===== src/rtl/i2s_apb_sequencer.sv =====
// APB master that sequences an I2S transceiver: configure, preload TX, run, halt.
// Ports: pclk/preset, start/stop_req/cfg_word, tx_* producer, rx_* consumer,
//        tx_full/rx_empty flags, APB master (psel..pready), busy/done, counters.
module i2s_apb_sequencer #(
    parameter logic [31:0] ADR_OFFSET = 32'h0,
    parameter int unsigned PRELOAD    = 4,
    parameter int unsigned STOP_BIT   = 1
) (
    input  logic        pclk,
    input  logic        preset,
    input  logic        start,
    input  logic        stop_req,
    input  logic [31:0] cfg_word,
    input  logic        tx_valid,
    output logic        tx_ready,
    input  logic [31:0] tx_data,
    output logic        rx_valid,
    input  logic        rx_ready,
    output logic [31:0] rx_data,
    input  logic        tx_full,
    input  logic        rx_empty,
    output logic        psel,
    output logic        penable,
    output logic        pwrite,
    output logic [31:0] paddr,
    output logic [31:0] pwdata,
    input  logic [31:0] prdata,
    input  logic        pready,
    output logic        busy,
    output logic        done,
    output logic [15:0] tx_count,
    output logic [15:0] rx_count
);

    localparam logic [31:0] ADDR_CTRL    = ADR_OFFSET;
    localparam logic [31:0] ADDR_TXD     = ADR_OFFSET + 32'h4;
    localparam logic [31:0] ADDR_RXD     = ADR_OFFSET + 32'h8;
    localparam logic [31:0] STOP_MASK    = 32'h1 << STOP_BIT;
    localparam logic [15:0] PRELOAD_LAST = 16'(PRELOAD - 1);

    typedef enum logic [2:0] {
        ST_IDLE,
        ST_CFG,
        ST_PRELOAD,
        ST_GO,
        ST_RUN,
        ST_HALT
    } state_t;

    typedef enum logic [1:0] {
        ISS_NONE,
        ISS_CTRL,
        ISS_TXD,
        ISS_RXD
    } issue_t;

    state_t      state;
    state_t      state_next;
    issue_t      issue;
    logic [31:0] ctrl_data;
    logic [31:0] cfg_q;
    logic        stop_q;
    logic        last_rx;

    logic xfer_done;
    logic stop_now;
    logic tx_elig;
    logic rx_elig;
    logic grant_rx;

    assign xfer_done = psel & penable & pready;
    // A stop arriving in the completing cycle counts as already latched.
    assign stop_now  = stop_q | stop_req;
    assign tx_elig   = tx_valid & ~tx_full;
    // Only one RX word is buffered; no read while it is still pending.
    assign rx_elig   = ~rx_empty & ~rx_valid;
    // Round-robin: RX wins a tie unless it had the previous grant.
    assign grant_rx  = rx_elig & (~tx_elig | ~last_rx);

    always_ff @(posedge pclk) begin
        if (preset) begin
            state <= ST_IDLE;
        end else begin
            state <= state_next;
        end
    end

    // New transfers are issued only while the bus is idle; completions
    // decide where the sequence goes next.
    always_comb begin
        state_next = state;
        issue      = ISS_NONE;
        ctrl_data  = cfg_q | STOP_MASK;
        unique case (state)
            ST_IDLE: begin
                if (start) begin
                    state_next = ST_CFG;
                end
            end
            ST_CFG: begin
                if (psel) begin
                    if (xfer_done) begin
                        state_next = stop_now ? ST_HALT : ST_PRELOAD;
                    end
                end else if (stop_now) begin
                    state_next = ST_HALT;
                end else begin
                    issue = ISS_CTRL;
                end
            end
            ST_PRELOAD: begin
                if (psel) begin
                    if (xfer_done) begin
                        if (stop_now) begin
                            state_next = ST_HALT;
                        end else if (tx_count == PRELOAD_LAST) begin
                            state_next = ST_GO;
                        end
                    end
                end else if (stop_now) begin
                    state_next = ST_HALT;
                end else if (tx_elig) begin
                    issue = ISS_TXD;
                end
            end
            ST_GO: begin
                ctrl_data = cfg_q & ~STOP_MASK;
                if (psel) begin
                    if (xfer_done) begin
                        state_next = stop_now ? ST_HALT : ST_RUN;
                    end
                end else if (stop_now) begin
                    state_next = ST_HALT;
                end else begin
                    issue = ISS_CTRL;
                end
            end
            ST_RUN: begin
                if (psel) begin
                    if (xfer_done && stop_now) begin
                        state_next = ST_HALT;
                    end
                end else if (stop_now) begin
                    state_next = ST_HALT;
                end else if (grant_rx) begin
                    issue = ISS_RXD;
                end else if (tx_elig) begin
                    issue = ISS_TXD;
                end
            end
            ST_HALT: begin
                if (psel) begin
                    if (xfer_done) begin
                        state_next = ST_IDLE;
                    end
                end else begin
                    issue = ISS_CTRL;
                end
            end
            default: begin
                state_next = ST_IDLE;
            end
        endcase
    end

    always_ff @(posedge pclk) begin
        if (preset) begin
            psel     <= 1'b0;
            penable  <= 1'b0;
            pwrite   <= 1'b0;
            paddr    <= '0;
            pwdata   <= '0;
            tx_ready <= 1'b0;
            rx_valid <= 1'b0;
            rx_data  <= '0;
            busy     <= 1'b0;
            done     <= 1'b0;
            tx_count <= '0;
            rx_count <= '0;
            cfg_q    <= '0;
            stop_q   <= 1'b0;
            last_rx  <= 1'b0;
        end else begin
            done <= 1'b0;

            if (state == ST_IDLE && start) begin
                cfg_q    <= cfg_word;
                tx_count <= '0;
                rx_count <= '0;
                busy     <= 1'b1;
            end

            if (state == ST_HALT && state_next == ST_IDLE) begin
                done <= 1'b1;
                busy <= 1'b0;
            end

            if (state == ST_IDLE) begin
                stop_q <= start & stop_req;
            end else if (state_next == ST_IDLE) begin
                stop_q <= 1'b0;
            end else if (stop_req) begin
                stop_q <= 1'b1;
            end

            if (rx_valid && rx_ready) begin
                rx_valid <= 1'b0;
            end

            // Setup cycle -> access cycle; the TX word was taken at issue.
            if (psel && !penable) begin
                penable  <= 1'b1;
                tx_ready <= 1'b0;
            end

            if (xfer_done) begin
                psel    <= 1'b0;
                penable <= 1'b0;
                if (!pwrite) begin
                    rx_data  <= prdata;
                    rx_valid <= 1'b1;
                    if (rx_count != 16'hFFFF) begin
                        rx_count <= rx_count + 16'd1;
                    end
                end else if (paddr == ADDR_TXD && tx_count != 16'hFFFF) begin
                    tx_count <= tx_count + 16'd1;
                end
            end

            unique case (issue)
                ISS_CTRL: begin
                    psel   <= 1'b1;
                    pwrite <= 1'b1;
                    paddr  <= ADDR_CTRL;
                    pwdata <= ctrl_data;
                end
                ISS_TXD: begin
                    psel     <= 1'b1;
                    pwrite   <= 1'b1;
                    paddr    <= ADDR_TXD;
                    pwdata   <= tx_data;
                    tx_ready <= 1'b1;
                end
                ISS_RXD: begin
                    psel   <= 1'b1;
                    pwrite <= 1'b0;
                    paddr  <= ADDR_RXD;
                end
                ISS_NONE: begin
                end
            endcase

            if (issue == ISS_RXD) begin
                last_rx <= 1'b1;
            end else if (issue == ISS_TXD && state == ST_RUN) begin
                last_rx <= 1'b0;
            end
        end
    end

endmodule


===== config.mk =====
export PLATFORM = sky130hd
export DESIGN_NAME = i2s_apb_sequencer
export DESIGN_NICKNAME = d
export VERILOG_FILES = /design/src/rtl/i2s_apb_sequencer.sv
export SDC_FILE = /design/constraint.sdc
export NUM_CORES = 1
export LEC_CHECK = 0
export CAP_MARGIN = 20
export CORE_MARGIN = 2
export CORE_UTILIZATION = 48
export CTS_BUF_LIST = sky130_fd_sc_hd__clkbuf_8 sky130_fd_sc_hd__clkbuf_16
export DETAILED_ROUTE_END_ITERATION = 8
export PLACE_DENSITY = 0.95
export REMOVE_ABC_BUFFERS = 1
export SYNTH_ARGS = -nofsm -noshare
export SYNTH_HDL_FRONTEND = slang
export SYNTH_SLANG_ARGS = --single-unit

===== constraint.sdc =====
create_clock -name pclk -period 3.85 [get_ports pclk]
set_clock_uncertainty 0.1 [all_clocks]
set_input_delay 0.77 -clock pclk [delete_from_list [all_inputs] [get_ports pclk]]
set_output_delay 0.77 -clock pclk [all_outputs]
set_load 0.03 [all_outputs]

== Word-level counts from Yosys, hierarchy flattened ==
Cells that the tools add are included.
Storage, ports and cells
  output and inout port bits: 135
  bits in latches: 0
  memories kept: 0
  word-level logic and storage cells: 119
  bits in read-only memories: 0
  register bits after elaboration: 172
  input bits: 105
  memory bits (writable): 0
Cells by class
  equality and inequality tests: 12
  divide/modulo/power cells: 0
  bitwise gates (word level): 14
  $lt $le $gt $ge: 0
  mux-type cells: 52
  shift-type cells: 0
  add/subtract/negate cells: 2
  reduce and logical (&&, ||, !) cells: 23
  multipliers: 0
Operators by type and width (count)
  16-bit two-way mux: 8
  32-bit one-hot mux with 3 select lines: 1
  32-bit one-hot mux with 2 select lines: 1
  3-bit two-way mux: 15
  16-bit by 1-bit adder with 16-bit output (second input constant): 2
  32-bit by 3-bit == test with 1-bit output (second input constant): 1
  16-bit != test (second input constant): 2
  3-bit one-hot mux with 6 select lines: 1
  1-bit two-way mux: 17
  16-bit by 2-bit == test with 1-bit output (second input constant): 1
  2-bit two-way mux: 7
  2-bit nonzero test: 5
  2-bit one-hot mux with 4 select lines: 1
  2-bit OR reduction: 4
  1-bit logical AND: 7
  1-bit bitwise AND: 6
  3-bit by 2-bit == test with 1-bit output (second input constant): 2
  3-bit == test (second input constant): 2
  3-bit logical NOT: 2
  1-bit inverter: 6
  3-bit nonzero test: 2
  2-bit == test (second input constant): 2
  3-bit by 1-bit == test with 1-bit output (second input constant): 1
  3-bit OR reduction: 1
  other kinds (5): 6

== Logic depth before layout (Yosys ltp) ==
Gate-level depths: netlist (run 1).
  depth in word-level cells: 13
  mapped depth: 11
  depth with buffers taken out: 9

== Worst setup path before layout (run 1) ==
Ideal clock, no wire load.
  path type: input -> register
  start point: input port stop_req
  end point: register pwdata[29]
  arrival time: 2.464 ns
  path buffers: 2
  data required time: 3.622 ns
  stages on the path: 10
  library setup time: 0.128 ns
  slack: 1.159 ns
  cell sequence: or2_2 -> nor2_1 -> and3_1 -> ha_1 -> buf_2 -> buf_1 -> mux2i_1 -> nor2_1 -> a21oi_1 -> nor2_1
On the way
  longest elaborated chain between the ends: 6
  elaborated cells on any way between the ends: 12
  those cells by class: 2 x eq/ne; 8 x mux; 1 x bitwise; 1 x reduce/logical
RTL lines
  start, declared: RTL line 12  | input logic stop_req,
  1-bit OR *: RTL line 73  | assign stop_now = stop_q | stop_req;
  2-bit two-way mux, or another cell as far along: RTL line 143  | end else if (stop_now) begin
  2-bit two-way mux, or another cell as far along: RTL line 139  | if (psel) begin
  2-bit one-hot mux with 4 select lines *: RTL line 94  | unique case (state)
  2-bit == test or 2-bit by 1-bit == test with 1-bit output (tied branches): RTL line 230  | unique case (issue)
  32-bit one-hot mux with 2 select lines or 2-bit nonzero test (tied branches)
  end signal, assigned: RTL line 235  | pwdata <= ctrl_data;
  end signal, assigned: RTL line 241  | pwdata <= tx_data;
  end, declared: RTL line 26  | output logic [31:0] pwdata,
Mark *: on every way between the ends. The rest lies on a longest branch, timed or not.
A chain may end at the register's enable or synchronous reset.

== Worst setup path in the final report (run 1) ==
  start point: register state[2]
  end point: register pwdata[26]
On the way
  longest elaborated chain between the ends: 5
  elaborated cells on any way between the ends: 11
  those cells by class: 7 x eq/ne; 2 x mux; 2 x reduce/logical
RTL lines
  start, declared: RTL line 57  | state_t state;
  start signal, assigned: RTL line 84  | state <= state_next;
  3-bit by 2-bit == test with 1-bit output or 3-bit by 1-bit == test with 1-bit output (tied branches): RTL line 94
  2-bit OR reduction (no source line)
  2-bit one-hot mux with 4 select lines *: RTL line 94
  2-bit == test or 2-bit by 1-bit == test with 1-bit output (tied branches): RTL line 230
  32-bit one-hot mux with 2 select lines or 2-bit nonzero test (tied branches)
Marked as above.

==> impl_metrics.ini, run 1 <==
[route]
wl_mm = 18.1
dr_total_vias = 6269
detail_route.first_pass.iterations = 5
initialDrtViolationCount = 415
post_drt_via_cell_ratio = 5.38
wl_per_cell_um = 15.5
detail_route.drc_violations = 0
drtAntennaViolNets = 0

[clock_network]
ctsHtreeMaxLevel = 4
cts_tree = done
postCtsHoldBufs = 0
max-clock-path-buffers = 2
postCtsSetupBuffers = 0
cts-root-buf = clkbuf_16
insertion_delay_ns = 0.41
clk_transition_reported_paths_ns = 0.06
inserted_clock_buffers = 17
post_cts_resize_count = 0
clkSinkCount = 141

[global_route]
grt_pass1_vias = 6056
grt_first_pass_wirelength_mm = 29.0
grt_usage_pct = 25.2
pin_count_of_the_biggest_net_entering_global_routing = 100
initial_antenna_violation_count = 0
globalRoute.totalOverflow = 0

[timing]
rsz0062_at_grt = no
timing.setup.tns_ns = 0
setup_violations = 0
finalHoldViolations = 0
fmaxAchievable_mhz = 346
timing.final.max_slew_violations = 0
slew_headroom_pct = 31.1
layout_min_cycle_time_ns = 2.89
period_share_pct = 75.1
worstMarginPinSlew_ns = 1.03

[floorplan]
number_of_primary_i_o_pins = 240
die_w_um = 120
placeableCoreArea_mm2 = 0.0131
chipHeight_um = 120
floorplan.initialDensity_pct = 48.9
die_area_mm2 = 0.0143
std_cell_rows = 42

[cells_and_area]
antenna_cells_inserted = 0
finalInstanceArea_mm2 = 0.00914
synthToLayoutAreaGrowth_pct = 42.3
finalNetCount = 1087
fillCellCount = 1012
final_layout_size_suffix_gt1_share_pct = 5.96

[worst_setup_path]
critPathMaxFanout = 17
timing.critical_path.required_ns = 4.01
type_of_element_launching_the_critical_path = flip-flop
end_kind = flip-flop
criticalPathCategory = flip-flop to flip-flop
worst-endpoint-arrival_ns = 3.05

[yosys]
synth_top_cell_by_area = dfxtp_1
synthTopCellsByArea = dfxtp_1, a21oi_1, nand2_1, mux2i_1, nor2_1
synth_top_family_by_area = simple AND/OR/NAND/NOR gates
instance_count_of_the_mapped_netlist = 793
synth_seq_cells = 141
post_synth_and_or_nand_nor_area_fraction_pct = 23.9
dominantRegCellSynth = dfxtp_1
yosysUniqueCellTypes = 63
synthXorXnorAreaFrac_pct = 0.409
synth.area.mux_share_pct = 5.77
synth_fa_ha_area_share_pct = 0.974
synth_largest_type_area_fraction_pct = 44.0
synth-edff-count = 0
synth_compound_area_share_pct = 17.3
netlist_area_mm2 = 0.00642
async_reset_ff_share_pct = 0
ys_warn_count = 0
yosysSeqAreaShare_pct = 44.0
syn_area_per_cell_um2 = 8.10

[power_and_ir_drop]
leakage_nw = 3.38
total_power_mw = 3.84
power.density_mw_per_mm2 = 420
vdd_ir_drop_max_uv = 234

[outcome]
status = finished, final reports clean

[run]
drv_cap = 0

[place]
routabilityCongestion = 0.891
half_perimeter_wire_length_after_detailed_placement_mm = 12.4
place_area_mm2 = 0.00848
port_buffers = 208

[hold_path]
holdCritPathClass = flip-flop to flip-flop
-- kinds of logic (layout without fill, tap and decap cells) --
family,Yosys count,after routing
adder cells (fa/ha/maj),5,5
AND/OR/NAND/NOR,335,335
flip-flops,141,141
AO/OA/AOI/OAI,180,180
XOR/XNOR,3,3
buffers and inverters,91,259
other,1,30
multiplexers,37,37
-- placed cells by master, fill, tap and decap left out, drive strengths merged, types with 5 or more instances in the layout --
cell type      netlist  layout
and2                 6       6
a21oi              114     114
nand3b               5       5
and4                 5       5
nor2b                6       6
bufinv               0       5
a22o                 6       6
nand4                7       7
conb                 1      30
o21ai               12      12
mux2i               37      37
and3                16      16
nor2                85      85
ha                   5       5
nand3               20      20
dfxtp              141     141
nor3                15      15
a21o                 5       5
a31oi                5       5
clkbuf              29      20
nand2              149     149
clkinv               0       6
inv                  8       9
a211o                7       7
buf                 54      12
clkdlybuf4s50        0     207
-- Yosys cell counts, types with 3 or more instances --
cell type and count:
a21oi_1 114, or3_1 3, a22oi_1 4, nand2b_1 4
mux2i_1 37, buf_2 10, and4_1 5, and2_1 6
nand4_1 6, a31oi_1 3, nand3_1 19, a21o_1 5
o21ai_0 11, nor3_1 14, and3_1 16, buf_4 33
or4_1 4, a211oi_1 3, buf_1 9, a211o_1 7
dfxtp_1 141, a22o_1 6, clkbuf_1 29, nor2b_1 6
ha_1 5, nand2_1 149, nand3b_1 5, a32oi_1 3
inv_1 8, nor2_1 85
-- layout make-up --
type / instances / area (µm²) / share of cell area [%]
Timing Repair Buffer: 219 / 2190 / 23.9
Multi-Input combinational cell: 590 / 3220 / 35.2
Tap cell: 176 / 220 / 2.41
Clock inverter: 12 / 191 / 2.09
Inverter: 8 / 30.0 / 0.329
Clock buffer: 20 / 467 / 5.11
Sequential cell: 141 / 2820 / 30.9
-- per-layer routing --
layer  GRT usage, %  wire length [µm]
met5              0                 0
met4           10.2               467
met3           6.99              1480
met2           42.5              8740
met1           30.3              7400
-- worst paths after layout --
kind                            slack [ns]       start    endpoint  depth (start not counted)
worst max-delay path                  0.96    state[2]  pwdata[26]                         10
worst min-delay path                  0.35  rx_data[2]  rx_data[2]                          2
worst max register to register        0.96    state[2]  pwdata[26]                         10
worst min register to register        0.35  rx_data[2]  rx_data[2]                          2
-- stage by stage --
| stage | setup WS (ns) | utilization [%] | hold slack [ns] | cells |
|---|---|---|---|---|
| after CTS | 0.957 | 69.6 | 0.355 | 1166 |
| final | 0.959 | 69.6 | 0.353 | 1166 |
| after floorplan | 0.562 | - | 0.330 | 739 |
| after global routing | 0.601 | 69.6 | 0.367 | 1166 |
| after global placement | 0.634 | 64.6 | 0.341 | 1134 |
| after detailed placement | 0.549 | 64.6 | 0.346 | 1134 |
-- flip-flops by register name, summed over array words and instances (netlist names) --
signal and count:
cfg_q 31, psel 1, tx_ready 1, pwdata 32
done 1, rx_count 16, paddr 2, last_rx 1
stop_q 1, penable 1, rx_valid 1, state 3
pwrite 1, tx_count 16, busy 1, rx_data 32
-- critical path, cell delays in order (launching register included) --
cell and delay [ns]:
dfxtp_1 0.54, nor2b_1 0.45, nand3b_1 0.13, o21ai_0 0.10, and3_1 0.23, ha_2 0.45, buf_12 0.23, mux2i_1 0.20
nor2_1 0.07, a21oi_1 0.17, nor2_1 0.06
-- power breakdown --
part           switching [mW]  internal (mW)
Combinational           0.275          0.212
Sequential             0.0417           1.51
Clock                   0.606           1.20
Power figures use the tool's default switching activity.
==> run 2: changes to the inputs <==
Settings changed: CORE_UTILIZATION 48 to 40, PLACE_DENSITY 0.95 to 0.87.
Clock period 3.85 ns to 2.4 ns, I/O delays scaled along.
==> impl_metrics.ini, run 2 (same netlist as run 1, synthesis figures left out) <==
[route]
wl_mm = 18.2
post_drt_via_cell_ratio = 5.10
drtAntennaViolNets = 0
detail_route.drc_violations = 0
dr_total_vias = 6324
detail_route.first_pass.iterations = 4
wl_per_cell_um = 14.7
initialDrtViolationCount = 267

[clock_network]
cts-root-buf = clkbuf_16
max-clock-path-buffers = 2
postCtsHoldBufs = 0
clk_transition_reported_paths_ns = 0.06
clkSinkCount = 141
cts_tree = done
insertion_delay_ns = 0.42
ctsHtreeMaxLevel = 4
postCtsSetupBuffers = 0
inserted_clock_buffers = 17

[power_and_ir_drop]
total_power_mw = 5.98
power.density_mw_per_mm2 = 635
leakage_nw = 3.52
vdd_ir_drop_max_uv = 423

[timing]
period_share_pct = 95.3
setup_violations = 0
timing.final.max_slew_violations = 0
worstMarginPinSlew_ns = 1.00
slew_headroom_pct = 33.2
finalHoldViolations = 0
rsz0062_at_grt = no
fmaxAchievable_mhz = 437
timing.setup.tns_ns = 0
layout_min_cycle_time_ns = 2.29

[floorplan]
floorplan.initialDensity_pct = 40.7
die_area_mm2 = 0.0171
number_of_primary_i_o_pins = 240
chipHeight_um = 131
std_cell_rows = 46
die_w_um = 131
placeableCoreArea_mm2 = 0.0158

[worst_setup_path]
r2r_slack_ns = 0.17
delay_of_the_slowest_critical_path_stage_ns = 0.44
timing.rr.end = pwdata[24]
critPathMaxFanout = 19
rr_startpoint = state[2]
worst-endpoint-arrival_ns = 2.43
end_kind = flip-flop
critical-path-top-delay-family = simple AND/OR/NAND/NOR gates
type_of_element_launching_the_critical_path = input port
cp_common_cell = nor2_1
timing.critical_path.required_ns = 2.55
worst_r2r_path_depth = 10
criticalPathCategory = input port to flip-flop
crit_path_top_delay_cell = clkdlybuf4s50_1
critPathBufInv = 2
critical_path.cell_chain = clkdlybuf4s50_1 -> or2_2 -> nor2_1 -> and3_1 -> ha_4 -> buf_12 -> mux2i_1 -> nor2_1 -> a21oi_1 -> nor2_1

[cells_and_area]
multi_input_area_mm2 = 0.00324
antenna_cells_inserted = 0
ff_latch_area_mm2 = 0.00282
layout_common_cells = clkdlybuf4s50_1, nand2_1, dfxtp_1
fillCellCount = 1396
finalNetCount = 1120
layout.cells.most_common = clkdlybuf4s50_1
reg.largest.list = pwdata (32), rx_data (32), cfg_q (31)
final_layout_size_suffix_gt1_share_pct = 9.09
final-instance-count-excl-fill = 1239
utilization_pct = 59.8
synthToLayoutAreaGrowth_pct = 46.7

[place]
placedCellCount = 1207
port_buffers = 208
half_perimeter_wire_length_after_detailed_placement_mm = 12.9
routabilityCongestion = 0.878

[global_route]
grt_usage_pct = 20.6
grt_pass1_vias = 5761
initial_antenna_violation_count = 0
globalRoute.totalOverflow = 0
pin_count_of_the_biggest_net_entering_global_routing = 93
grt_first_pass_wirelength_mm = 27.9

[hold_path]
holdCritPathClass = input port to flip-flop
hold_path_startpoint = preset
worst_hold_path.endpoint = tx_count[1]
whs_path_depth = 2

[run]
drv_cap = 0

[outcome]
status = finished, final reports clean
-- run 2: final cells by class --
cell class | instances | share of cell area, %
timing repair buffer | 252 | 26.1
clock inverter | 15 | 1.82
clock buffer | 17 | 4.51
multi-input combinational | 590 | 34.4
sequential | 141 | 30.0
tap | 216 | 2.87
inverter | 8 | 0.319
-- run 2: worst max path at each step --
stage	startpoint	endpoint	slack, ns	depth (start not counted)
2_1_floorplan	state[2]	pwdata[0]	-0.73	8
3_3_place_gp	stop_req	pwdata[15]	-0.26	10
3_5_place_dp	stop_req	pwdata[24]	-0.36	10
4_1_cts	state[2]	pwdata[24]	0.02	10
5_1_grt	stop_req	pwdata[24]	0.01	10
6_report	stop_req	pwdata[24]	0.11	10
-- run 2: what timing repair did --
item,4_1_cts,5_1_grt
hold endpoints to repair,0,0
gates resized for setup,0,4
setup endpoints to repair,0,45
-- run 2: metal layers --
layer	vias to the layer above	wire, µm	track usage (%)
met2	243	8380	34.1
li1	3119	-	-
met1	2933	7840	25.3
met3	29	1640	7.08
met4	0	364	6.76
met5	-	0	0
-- run 2: power breakdown --
group / leakage (nW) / switching (mW) / internal, mW
logic: 2.09 / 0.463 / 0.381
clock network: 0.291 / 1.03 / 1.63
registers: 1.14 / 0.0529 / 2.42
total: 3.52 / 1.55 / 4.43
-- run 2: worst reg2reg max path: stages (launching register included) --
cell and delay (ns):
dfxtp_1 0.31, buf_4 0.17, nor2b_1 0.20, o21ba_2 0.17, and3_1 0.23, ha_4 0.20, buf_12 0.18, mux2i_1 0.22
nor2_1 0.06, a21oi_1 0.14, nor2_1 0.08
-- run 2: per-stage QoR --
| stage | setup slack [ns] | hold slack [ns] | area, µm² |
|---|---|---|---|
| 2_1_floorplan | -0.727 | 0.330 | 6070 |
| 3_3_place_gp | -0.257 | 0.340 | 8800 |
| 3_5_place_dp | -0.355 | 0.346 | 8800 |
| 5_1_grt | 0.0130 | 0.189 | 9420 |
| 4_1_cts | 0.0248 | 0.167 | 9400 |
| 6_report | 0.114 | 0.201 | 9420 |
==> run 3: changes to the inputs <==
Clock period 2.4 ns to 1.9 ns, I/O delays scaled along.
==> impl_metrics.ini, run 3 (same netlist as run 1, synthesis figures left out) <==
[clock_network]
max-clock-path-buffers = 2
inserted_clock_buffers = 17
clkSinkCount = 141
postCtsHoldBufs = 0
cts_tree = done
cts-root-buf = clkbuf_16
ctsHtreeMaxLevel = 4
clk_transition_reported_paths_ns = 0.06
insertion_delay_ns = 0.41

[hold_path]
holdCritPathClass = input port to flip-flop
whs_path_depth = 2

[worst_setup_path]
critical-path-top-delay-family = simple AND/OR/NAND/NOR gates
crit_path_top_delay_cell = dfxtp_2
critical_path.cell_chain = nor2b_4 -> buf_6 -> o21ba_4 -> and3_4 -> ha_4 -> buf_6 -> buf_12 -> mux2i_2 -> nor2_1 -> a21oi_1 -> nor2_1
critPathMaxFanout = 6
timing.critical_path.required_ns = 2.06
end_kind = flip-flop
worst-endpoint-arrival_ns = 2.32
r2r_slack_ns = -0.26
worst_r2r_path_depth = 11
delay_of_the_slowest_critical_path_stage_ns = 0.34
criticalPathCategory = flip-flop to flip-flop
critPathBufInv = 3
type_of_element_launching_the_critical_path = flip-flop
critical_path_depth = 11

[global_route]
grt_usage_pct = 23.3
pin_count_of_the_biggest_net_entering_global_routing = 92
grt_first_pass_wirelength_mm = 31.5
grt_pass1_vias = 6444
initial_antenna_violation_count = 0
globalRoute.totalOverflow = 0

[route]
wl_per_cell_um = 16.1
drtAntennaViolNets = 0
post_drt_via_cell_ratio = 5.21
initialDrtViolationCount = 381
detail_route.first_pass.iterations = 5
wl_mm = 21.4
detail_route.drc_violations = 0
dr_total_vias = 6933

[timing]
fmaxAchievable_mhz = 462
slew_headroom_pct = 34.1
layout_min_cycle_time_ns = 2.16
period_share_pct = 114
rsz0062_at_grt = yes
worstMarginPinSlew_ns = 0.989
setup_violations = 33
finalHoldViolations = 0
timing.final.max_slew_violations = 0
timing.final.ws_setup_ns = -0.262

[place]
half_perimeter_wire_length_after_detailed_placement_mm = 13.7
routabilityCongestion = 0.889
port_buffers = 208
place_area_mm2 = 0.00929

[power_and_ir_drop]
total_power_mw = 8.03
leakage_nw = 4.64
power.density_mw_per_mm2 = 762
vdd_ir_drop_max_uv = 539

[floorplan]
chipHeight_um = 131
placeableCoreArea_mm2 = 0.0158
die_w_um = 131
floorplan.initialDensity_pct = 40.7
std_cell_rows = 46
number_of_primary_i_o_pins = 240
die_area_mm2 = 0.0171

[cells_and_area]
synthToLayoutAreaGrowth_pct = 64.2
finalInstanceArea_mm2 = 0.0105
layout_common_cells = nand2_1, dfxtp_1, buf_4
layout.cells.most_common = nand2_1
final_layout_size_suffix_gt1_share_pct = 22.1
finalNetCount = 1212
reg.largest.list = pwdata (32), rx_data (32), cfg_q (31)
antenna_cells_inserted = 0

[run]
drv_cap = 0

[outcome]
failed_checks = negative setup slack
status = finished, violations left
run 3: cell count changes in the layout (fill, tap and decap cells not counted), sizes merged:
cell,previous run,this run
bufinv,3,4
clkdlybuf4s50,207,102
buf,45,137
clkbuf,17,20
inv,11,10
dlygate4sd2,0,103
clkdlybuf4s15,0,2
clkinv,6,2
run 3: per-layer routing:
metal  up-vias  part of all wire [%]  track usage, %
met1      3278                    41            28.8
li1       3296                     -               -
met4         0                   2.2            8.64
met5         -                     0               0
met2       316                    48            38.8
met3        43                   8.7            6.47
run 3: what timing repair did:
item / in CTS / in global routing
endpoints found under the hold margin: 0 / 0
pin swaps: 13 / 26
endpoints found under the setup margin: 201 / 93
gates resized for setup: 168 / 53
cloned: 8 / 1
setup buffers: 15 / 12
run 3: path summary, 6_finish.rpt:
path,end,startpoint
max,pwdata[24],state[2]
max reg2reg,pwdata[24],state[2]
min reg2reg,rx_data[30],rx_data[30]
min,tx_count[1],preset
run 3: area by class of cell:
cell class	count	area (µm²)
clock buffer	20	467
clock inverter	11	165
fill	1294	5220
inverter	8	32.5
multi-input combinational	590	3520
sequential	141	2840
tap	216	270
timing repair buffer	344	3260
run 3: worst reg2reg max path: stages, from the launching register on:
cell and delay [ns]:
dfxtp_2 0.34, nor2b_4 0.20, buf_6 0.12, o21ba_4 0.12, and3_4 0.20, ha_4 0.16
buf_6 0.12, buf_12 0.13, mux2i_2 0.28, nor2_1 0.08, a21oi_1 0.12, nor2_1 0.05
run 3: per-stage QoR:
step | utilization [%] | hold slack (ns) | setup TNS (ns) | instances | worst slack, ns
2_1_floorplan | - | 0.330 | -88.73 | 739 | -1.23
3_3_place_gp | 58.9 | 0.341 | -41.86 | 1267 | -0.633
3_5_place_dp | 58.9 | 0.346 | -46.73 | 1267 | -0.728
4_1_cts | 65.4 | 0.0673 | -4.21 | 1320 | -0.166
5_1_grt | 66.9 | 0.0776 | -8.41 | 1330 | -0.368
6_report | 66.9 | 0.0910 | -4.32 | 1330 | -0.262
run 3: power breakdown:
part           switching (mW)  leakage, nW  internal (mW)  total (mW)
logic                   0.691         3.19          0.656        1.35
registers              0.0748         1.15           3.06        3.14
clock network            1.26        0.306           2.29        3.55
